===== src/rtl/xalu_pkg.sv =====
// Shared types for the execute-stage HI/LO multiply/divide sequencer.
// Op codes match the execute-stage decode; 0 is a no-op.
package xalu_pkg;

    localparam int XLEN         = 32;
    localparam int DIV_BITS_DEF = 32;

    typedef enum logic [2:0] {
        XOP_NOP   = 3'd0,
        XOP_MULT  = 3'd1,
        XOP_MULTU = 3'd2,
        XOP_DIV   = 3'd3,
        XOP_DIVU  = 3'd4,
        XOP_MTHI  = 3'd5,
        XOP_MTLO  = 3'd6
    } xop_e;

    typedef enum logic [1:0] {
        S_IDLE = 2'd0,
        S_MUL  = 2'd1,
        S_DIV  = 2'd2,
        S_FIX  = 2'd3
    } xstate_e;

endpackage


===== src/rtl/xalu_seq_ctrl_if.sv =====
// Request/result bundle between the execute stage and the HI/LO sequencer.
// The execute stage is the master; the sequencer is the slave.
interface xalu_seq_ctrl_if;
    import xalu_pkg::*;

    logic        start;
    xop_e        op;
    logic [31:0] opa;
    logic [31:0] opb;
    logic        cancel;
    logic        busy;
    logic        done;
    logic [31:0] hi;
    logic [31:0] lo;

    modport master (
        output start, op, opa, opb, cancel,
        input  busy, done, hi, lo
    );

    modport slave (
        input  start, op, opa, opb, cancel,
        output busy, done, hi, lo
    );

endinterface


===== src/rtl/xalu_div_iter.sv =====
// Restoring divider datapath: one quotient bit per step, MSB first.
// Operands are unsigned magnitudes; sign fix-up happens in the sequencer.
module xalu_div_iter #(
    parameter int W = 32
) (
    input  logic         clk,
    input  logic         rst_n,
    input  logic         load,
    input  logic         step,
    input  logic [W-1:0] dividend,
    input  logic [W-1:0] divisor,
    output logic [W-1:0] quo,
    output logic [W-1:0] rem
);
    logic [W-1:0] r;
    logic [W-1:0] q;
    logic [W-1:0] d;
    logic [W:0]   sh;
    logic [W:0]   diff;

    // The remainder stays below the divisor, so the trial fits W+1 bits.
    always_comb begin
        sh   = {r, q[W-1]};
        diff = sh - {1'b0, d};
    end

    always_ff @(posedge clk or negedge rst_n) begin
        if (!rst_n) begin
            r <= '0;
            q <= '0;
            d <= '0;
        end else if (load) begin
            r <= '0;
            q <= dividend;
            d <= divisor;
        end else if (step) begin
            if (!diff[W]) begin
                r <= diff[W-1:0];
                q <= {q[W-2:0], 1'b1};
            end else begin
                r <= sh[W-1:0];
                q <= {q[W-2:0], 1'b0};
            end
        end
    end

    assign quo = q;
    assign rem = r;

endmodule


===== src/rtl/xalu_seq_ctrl.sv =====
// Execute-stage HI/LO sequencer: multiply wait, iterative divide,
// MTHI/MTLO writes, busy for stalls and cancel on exception flush.
module xalu_seq_ctrl
    import xalu_pkg::*;
#(
    parameter int MUL_LAT  = 3,
    parameter int DIV_BITS = DIV_BITS_DEF
) (
    input  logic           Clk,
    input  logic           Clr_n,
    xalu_seq_ctrl_if.slave bus
);
    localparam int CMAX = (MUL_LAT > DIV_BITS) ? MUL_LAT : DIV_BITS;
    localparam int CW   = ($clog2(CMAX) > 0) ? $clog2(CMAX) : 1;

    xstate_e state, state_n;

    logic [CW-1:0]       cnt;
    logic [63:0]         prod;
    logic                sign_q;
    logic                sign_r;
    logic                dz;
    logic [31:0]         hi;
    logic [31:0]         lo;
    logic                done;

    logic                ld_mul;
    logic                ld_div;
    logic                mt_hi;
    logic                mt_lo;
    logic                div_step;
    logic                cm_mul;
    logic                cm_div;

    logic signed [32:0]  ma;
    logic signed [32:0]  mb;
    logic signed [63:0]  mp;
    logic                is_sdiv;
    logic [DIV_BITS-1:0] a_abs;
    logic [DIV_BITS-1:0] b_abs;
    logic [DIV_BITS-1:0] quo;
    logic [DIV_BITS-1:0] rem;

    always_comb begin
        ma      = {(bus.op == XOP_MULT) & bus.opa[31], bus.opa};
        mb      = {(bus.op == XOP_MULT) & bus.opb[31], bus.opb};
        mp      = 64'(ma) * 64'(mb);
        is_sdiv = (bus.op == XOP_DIV);
        a_abs   = (is_sdiv && bus.opa[31]) ? -bus.opa : bus.opa;
        b_abs   = (is_sdiv && bus.opb[31]) ? -bus.opb : bus.opb;
    end

    always_ff @(posedge Clk or negedge Clr_n) begin
        if (!Clr_n) state <= S_IDLE;
        else        state <= state_n;
    end

    // Cancel wins over everything, including a commit due this edge.
    always_comb begin
        state_n  = state;
        ld_mul   = 1'b0;
        ld_div   = 1'b0;
        mt_hi    = 1'b0;
        mt_lo    = 1'b0;
        div_step = 1'b0;
        cm_mul   = 1'b0;
        cm_div   = 1'b0;
        if (bus.cancel) begin
            state_n = S_IDLE;
        end else begin
            unique case (state)
                S_IDLE: begin
                    if (bus.start) begin
                        unique case (bus.op)
                            XOP_MULT, XOP_MULTU: begin
                                ld_mul  = 1'b1;
                                state_n = S_MUL;
                            end
                            XOP_DIV, XOP_DIVU: begin
                                ld_div  = 1'b1;
                                state_n = S_DIV;
                            end
                            XOP_MTHI: mt_hi = 1'b1;
                            XOP_MTLO: mt_lo = 1'b1;
                            default: ;
                        endcase
                    end
                end
                S_MUL: begin
                    if (cnt == '0) begin
                        cm_mul  = 1'b1;
                        state_n = S_IDLE;
                    end
                end
                S_DIV: begin
                    div_step = 1'b1;
                    if (cnt == '0) state_n = S_FIX;
                end
                S_FIX: begin
                    cm_div  = 1'b1;
                    state_n = S_IDLE;
                end
                default: state_n = S_IDLE;
            endcase
        end
    end

    always_ff @(posedge Clk or negedge Clr_n) begin
        if (!Clr_n) begin
            cnt    <= '0;
            prod   <= '0;
            sign_q <= 1'b0;
            sign_r <= 1'b0;
            dz     <= 1'b0;
            hi     <= '0;
            lo     <= '0;
            done   <= 1'b0;
        end else begin
            done <= mt_hi | mt_lo | cm_mul | cm_div;
            if (ld_mul) begin
                prod <= mp;
                cnt  <= CW'(MUL_LAT - 1);
            end else if (ld_div) begin
                sign_q <= is_sdiv & (bus.opa[31] ^ bus.opb[31]);
                sign_r <= is_sdiv & bus.opa[31];
                dz     <= (bus.opb == '0);
                cnt    <= CW'(DIV_BITS - 1);
            end else if (cnt != '0 && (state == S_MUL || div_step)) begin
                cnt <= cnt - CW'(1);
            end
            if (mt_hi) hi <= bus.opa;
            if (mt_lo) lo <= bus.opa;
            if (cm_mul) begin
                hi <= prod[63:32];
                lo <= prod[31:0];
            end
            // Divide by zero keeps the raw all-ones quotient unsigned.
            if (cm_div) begin
                lo <= dz ? '1 : (sign_q ? -quo : quo);
                hi <= sign_r ? -rem : rem;
            end
        end
    end

    xalu_div_iter #(
        .W(DIV_BITS)
    ) u_div (
        .clk      (Clk),
        .rst_n    (Clr_n),
        .load     (ld_div),
        .step     (div_step),
        .dividend (a_abs),
        .divisor  (b_abs),
        .quo      (quo),
        .rem      (rem)
    );

    assign bus.busy = (state != S_IDLE);
    assign bus.done = done;
    assign bus.hi   = hi;
    assign bus.lo   = lo;

endmodule


===== src/flat_wrapper.sv =====
// flat-port wrapper written by rule: the top's interface ports become plain ports
module xalu_seq_ctrl_flat import xalu_pkg::*;
#(
    parameter int MUL_LAT  = 3,
    parameter int DIV_BITS = DIV_BITS_DEF
)
  (Clk, Clr_n, bus_start, bus_op, bus_opa, bus_opb, bus_cancel, bus_busy, bus_done, bus_hi, bus_lo);
  xalu_seq_ctrl_if bus_i ();
  input  logic Clk;
  input  logic Clr_n;
  input wire logic [$bits(bus_i.start)-1:0] bus_start;
  input wire logic [$bits(bus_i.op)-1:0] bus_op;
  input wire logic [$bits(bus_i.opa)-1:0] bus_opa;
  input wire logic [$bits(bus_i.opb)-1:0] bus_opb;
  input wire logic [$bits(bus_i.cancel)-1:0] bus_cancel;
  output wire logic [$bits(bus_i.busy)-1:0] bus_busy;
  output wire logic [$bits(bus_i.done)-1:0] bus_done;
  output wire logic [$bits(bus_i.hi)-1:0] bus_hi;
  output wire logic [$bits(bus_i.lo)-1:0] bus_lo;
  assign bus_i.start = bus_start;
  assign bus_i.op = bus_op;
  assign bus_i.opa = bus_opa;
  assign bus_i.opb = bus_opb;
  assign bus_i.cancel = bus_cancel;
  assign bus_busy = bus_i.busy;
  assign bus_done = bus_i.done;
  assign bus_hi = bus_i.hi;
  assign bus_lo = bus_i.lo;
  xalu_seq_ctrl #(.MUL_LAT(MUL_LAT), .DIV_BITS(DIV_BITS)) u_core (.Clk(Clk), .Clr_n(Clr_n), .bus(bus_i));
endmodule

===== config.mk =====
export PLATFORM = sky130hd
export DESIGN_NAME = xalu_seq_ctrl_flat
export DESIGN_NICKNAME = d
export VERILOG_FILES = /design/src/rtl/xalu_pkg.sv /design/src/rtl/xalu_seq_ctrl_if.sv /design/src/rtl/xalu_div_iter.sv /design/src/rtl/xalu_seq_ctrl.sv /design/src/flat_wrapper.sv
export SDC_FILE = /design/constraint.sdc
export NUM_CORES = 2
export LEC_CHECK = 0
export BUFFER_PORTS_ARGS = -buffer_cell sky130_fd_sc_hd__clkbuf_2
export CAP_MARGIN = 20
export CORE_MARGIN = 2
export CORE_UTILIZATION = 30
export DETAILED_ROUTE_END_ITERATION = 10
export MAX_ROUTING_LAYER = met4
export SLEW_MARGIN = 20
export SYNTH_ARGS = -nofsm -noshare
export SYNTH_HDL_FRONTEND = slang
export SYNTH_SLANG_ARGS = --single-unit

===== constraint.sdc =====
create_clock -name Clk -period 4.6 [get_ports Clk]
set_clock_uncertainty 0.15 [all_clocks]
set_input_delay 0.69 -clock Clk [delete_from_list [all_inputs] [get_ports Clk]]
set_output_delay 0.69 -clock Clk [all_outputs]
set_load 0.01 [all_outputs]

; Yosys cells after proc, flatten, opt, wreduce, memory -nomap -nowiden
; Index checks and enable logic that the tools add are counted.
[totals]
out_inout_bits = 66
ff_bits = 235
[op_classes]
bitwise = 9
n_eq_ne = 13
muxes = 49
n_addsub = 6
mul = 1
reduce_logical = 17
[ops]
columns = cell, count
row1 = two-way mux 32 bit, 16
row2 = negator 32 bit, 4
row3 = multiplier 33 x 33 -> 64 bit, 1
row4 = subtractor 33 x 32 -> 33 bit, 1
row5 = zero test 32 bit, 1
row6 = two-way mux 1 bit, 24
row7 = two-way mux 5 bit, 3
row8 = "== test 3 bit, second input constant", 3
row9 = nonzero test 3 bit, 3
row10 = two-way mux 2 bit, 4
row11 = one-hot mux 2 bit (4 select lines), 1
row12 = "== test 3 x 2 -> 1 bit, second input constant", 2
row13 = "inequality test 3 x 2 -> 1 bit, second input constant", 2
row14 = zero test 5 bit, 1
row15 = nonzero test 5 bit, 1
row16 = "subtractor 5 x 1 -> 5 bit, second input constant", 1
row17 = bitwise AND 1 bit, 4
row18 = "== test 2 bit, second input constant", 2
row19 = "inequality test 4 bit, second input constant", 1
row20 = one-hot mux 2 bit (2 select lines), 1
row21 = AND reduction 4 bit, 1
row22 = nonzero test 2 bit, 2
row23 = OR reduction 2 bit, 2
row24 = "== test 3 x 1 -> 1 bit, second input constant", 1
row25 = 9 further kinds, 13

; Depth between registers and ports, before layout
[depth]
ltp_word = 8
depth_mapped = 32
mapped_depth_nobuf = 29

; Hierarchy
; Synthesis repeated with hierarchy kept, for this count alone.
[unflattened]
cells_unflattened = 6063
hier_area_um2 = 52813.2
[modules_own_cells]
columns = module, instances, area_per_inst_um2, seq_area_each_um2, cells_per_inst
row1 = xalu_seq_ctrl, 1, 46822.4, 3478.3, 5367
row2 = xalu_div_iter, 1, 5990.7, 2402.3, 696

; Worst setup path before layout
; OpenSTA, ideal clock, no wires.
[synth_timing]
path_type = input-to-reg
start = input bus_op[1]
end = register u_core.prod[60]
setup_time_ps = 76
stages = 26
path_slack_ps = -4252
t_arrival_ps = 8626
path_cell_list = nor3b_1 clkbuf_1 and2_1 clkbuf_1 nand2_1 inv_1 fa_1 fa_1 fa_1 inv_1 fa_1 inv_1 fa_1 fa_1 inv_1 fa_1 fa_1 inv_1 ha_1 clkbuf_1 nand3_1 or3_1 o31ai_1 a41oi_1 xor2_1 o21ai_1
[synth_via]
elab_chain_len = 6
[synth_rtl]
columns = item, line_no
row1 = start: declaration, flat_wrapper.sv:12  ; input wire logic [$bits(bus_i.op)-1:0] bus_op;
row2 = branches (longest 6 deep; another with multiplier 33 x 33 -> 64 bit), --
row3 = end signal: assignment, xalu_seq_ctrl.sv:121  ; prod <= mp;
row4 = end: declaration, xalu_seq_ctrl.sv:19  ; logic [63:0] prod;
; Parallel ways; which one is timed is not known.
; A chain may end at the register's enable or synchronous reset.

; Worst setup path in the final report
[layout_timing]
start = input bus_op[0]
end = register u_core.prod[52]
; The elaborated chain is that of the path after synthesis.

==> metrics.txt <==
CTS H-tree depth 1; grt total ovfl 0; Final nets 7818; non-filler cells, final 8725; flops & latches, synth 235; Rows 153; setup violators final 55; Avg Synthesized Cell Area 8.87 um^2; clock transition at the registers of the reported paths 0.06 ns; Layout area overhead 24.3%; setup ws final -2.99 ns; FF+latch area 5880 um^2; dpl cells 8597; Die X 421 um; normalized max-slew margin 32.5%; CP max stage delay 0.59 ns; Hold/Removal Path Class input pin to async pin; Syn Nets 7326; fin crit period 7.59 ns; multi-input logic area 42700 um^2; placed instance area 60900 um^2; final hold violation count 0; GPL Wtd Cong 0.937; f_max 0.132 GHz; Ports 137; Critical Path Start Type input pin; worst-path fanout max 5; largest net degree at the start of global routing 126; clk_lat worst skew 0.60 ns; number of enable flip-flop cells after synthesis 0; outcome finished, violations left; fill count 17.3k; Vias 42.1k; largest cells by area after synthesis fa_1 (43%), dfrtp_1 (11%), inv_1 (8.5%); share of cells above drive strength 1 20.6%; first-pass GRT wire length 272 mm; IO Port Bufs 136; yosys warns 0; sequential share of the synthesized area 11.3%; total track usage 20.1%; Worst Tran Pin Value 1.01 ns; router iterations before antenna repair 6; core area 173000 um^2; drt drc 0; Slowest-stage cell, CP fa_2; detailed placement HPWL 145 mm; maxcap violations 0; failing checks setup timing; Main synth FF type dfrtp_1; fin crit share 165%; RSZ-0062 raised after global routing yes; Worst path most repeated cell fa_1; Longest Clk Path Bufs 3; Worst Path Buf+Inv 11; area leader, netlist fa_1; initial antenna violation count 6; asr flop ratio synth 100%; Mapped Cells 5879; die area 177000 um^2; Initial DRC Count 2823; nature of the critical path endpoint register; post-synthesis cell area 52100 um^2; root buf cell clkbuf_16; Detail Route Antenna Nets 0; clock tree from TritonCTS yes; post-synth top area share 43.2%; vias in the first global route 45.4k; CTS buffer count 29; clock sink count 235; Die H 421 um; total routed wirelength 173 mm; crit-path leading delay family adder cells; CP required 4.90 ns; hold_buf cts 0; arrival time worst endpoint 7.89 ns; post-route cell area 64800 um^2; Setup CP Type input pin to register; Slew Limit Fails 0; vias per cell 4.83; synth unique cells 81; Initial Utilization 30.1%; Avg WL per Cell 19.9 um
## cell families after synthesis
| group | count (synthesis) | share of synthesized area, % |
|---|---|---|
| fa+ha+maj | 1376 | 49.2 |
| flops | 235 | 11.3 |
| compound gates | 757 | 9.14 |
| xor+xnor | 220 | 3.70 |
| simple gates | 1700 | 14.8 |
| buf+inv | 1562 | 11.3 |
| mux | 29 | 0.559 |
## per-layer routing
metal / global-route usage, % / part of all wire, %
met2: 33.8 / 49
met3: 1.50 / 4.8
met5: - / 0
met4: 6.58 / 4.2
met1: 25.8 / 42
## metrics by stage
stage	setup TNS (ns)	hold slack (ns)	setup WS, ns	utilization (%)
2_1_floorplan	-131.14	0.244	-3.28	-
5_1_grt	-144.06	0.144	-3.25	37.4
4_1_cts	-132.15	0.121	-2.99	36.9
3_5_place_dp	-177.02	0.313	-3.82	35.2
3_3_place_gp	-175.01	0.313	-3.79	35.2
6_report	-132.08	0.0525	-2.99	37.4
## cell usage after synthesis, drive strengths merged, types with 34 or more instances
cell    number
a21o        80
a21oi      192
clkbuf     324
fa        1126
o31ai       34
nand2     1062
inv       1184
o21ai      247
ha         250
buf         53
xnor2      132
dfrtp      235
nor2       122
and2       293
nor3        36
xor2        88
## final timing paths
| kind | to | slack (ns) | start | cells after the start |
|---|---|---|---|---|
| worst max-delay path | u_core.prod[52] | -2.99 | bus_op[0] | 32 |
| min in group Clk | u_core.state[0] | 0.23 | bus_cancel | 2 |
| worst max register to register | u_core.u_div.quo[0] | 0.53 | u_core.u_div.quo[31] | 15 |
| worst min-delay path | u_core.bus.hi[7] | 0.05 | Clr_n | 1 |
| worst min register to register | u_core.bus.lo[21] | 0.33 | u_core.bus.lo[21] | 1 |
| max in group asynchronous | u_core.u_div.rem[23] | 3.29 | Clr_n | 2 |
## sequential cells by signal, indices dropped and copies added, names as in the netlist
signal,count
u_core.cnt,5
u_core.u_div.d,32
u_core.sign_q,1
u_core.bus.lo,32
u_core.bus.hi,32
u_core.dz,1
u_core.prod,64
u_core.sign_r,1
u_core.state,2
u_core.bus.done,1
u_core.u_div.quo,32
u_core.u_div.rem,32
## final cells by class
type                    count  area share [%]
diodes                      7          0.0270
clock buffers              36            1.25
clock inverters            17           0.409
inverters                1185            6.90
multi-input cells        4082            65.9
flip-flops and latches    235            9.07
well taps                2325            4.49
repair buffers            838            11.9
## layout by cell type (no fill, tap or decap), drive strengths merged, types with 7 or more instances in the layout
master / Yosys / layout
a2111oi: 7 / 7
a211oi: 15 / 15
a21boi: 10 / 10
a21o: 80 / 80
a21oi: 192 / 192
a221oi: 31 / 31
a22oi: 29 / 29
a31oi: 15 / 15
and2: 293 / 293
and3: 32 / 32
buf: 53 / 714
clkbuf: 324 / 160
clkinv: 1 / 7
dfrtp: 235 / 235
diode: 0 / 7
fa: 1126 / 1126
ha: 250 / 250
inv: 1184 / 1185
mux2i: 28 / 28
nand2: 1062 / 1062
nand2b: 19 / 19
nand3: 28 / 28
nand4: 16 / 16
nor2: 122 / 122
nor2b: 14 / 14
nor3: 36 / 36
nor4: 21 / 21
o211ai: 9 / 9
o21a: 11 / 11
o21ai: 247 / 247
o21bai: 15 / 15
o22ai: 9 / 9
o31ai: 34 / 34
o41ai: 17 / 17
or2: 12 / 12
or3: 16 / 16
or4: 12 / 12
xnor2: 132 / 132
xor2: 88 / 88
## what timing repair did
action                                  in CTS  in global routing
pin swaps                                  202                101
gates resized for setup                    297                196
cloned                                       3                  2
setup buffers                               52                 21
endpoints found under the setup margin      57                 57
Power is not shown: default switching activity piles up to over one toggle a cycle in this logic, so the estimate is an artifact.
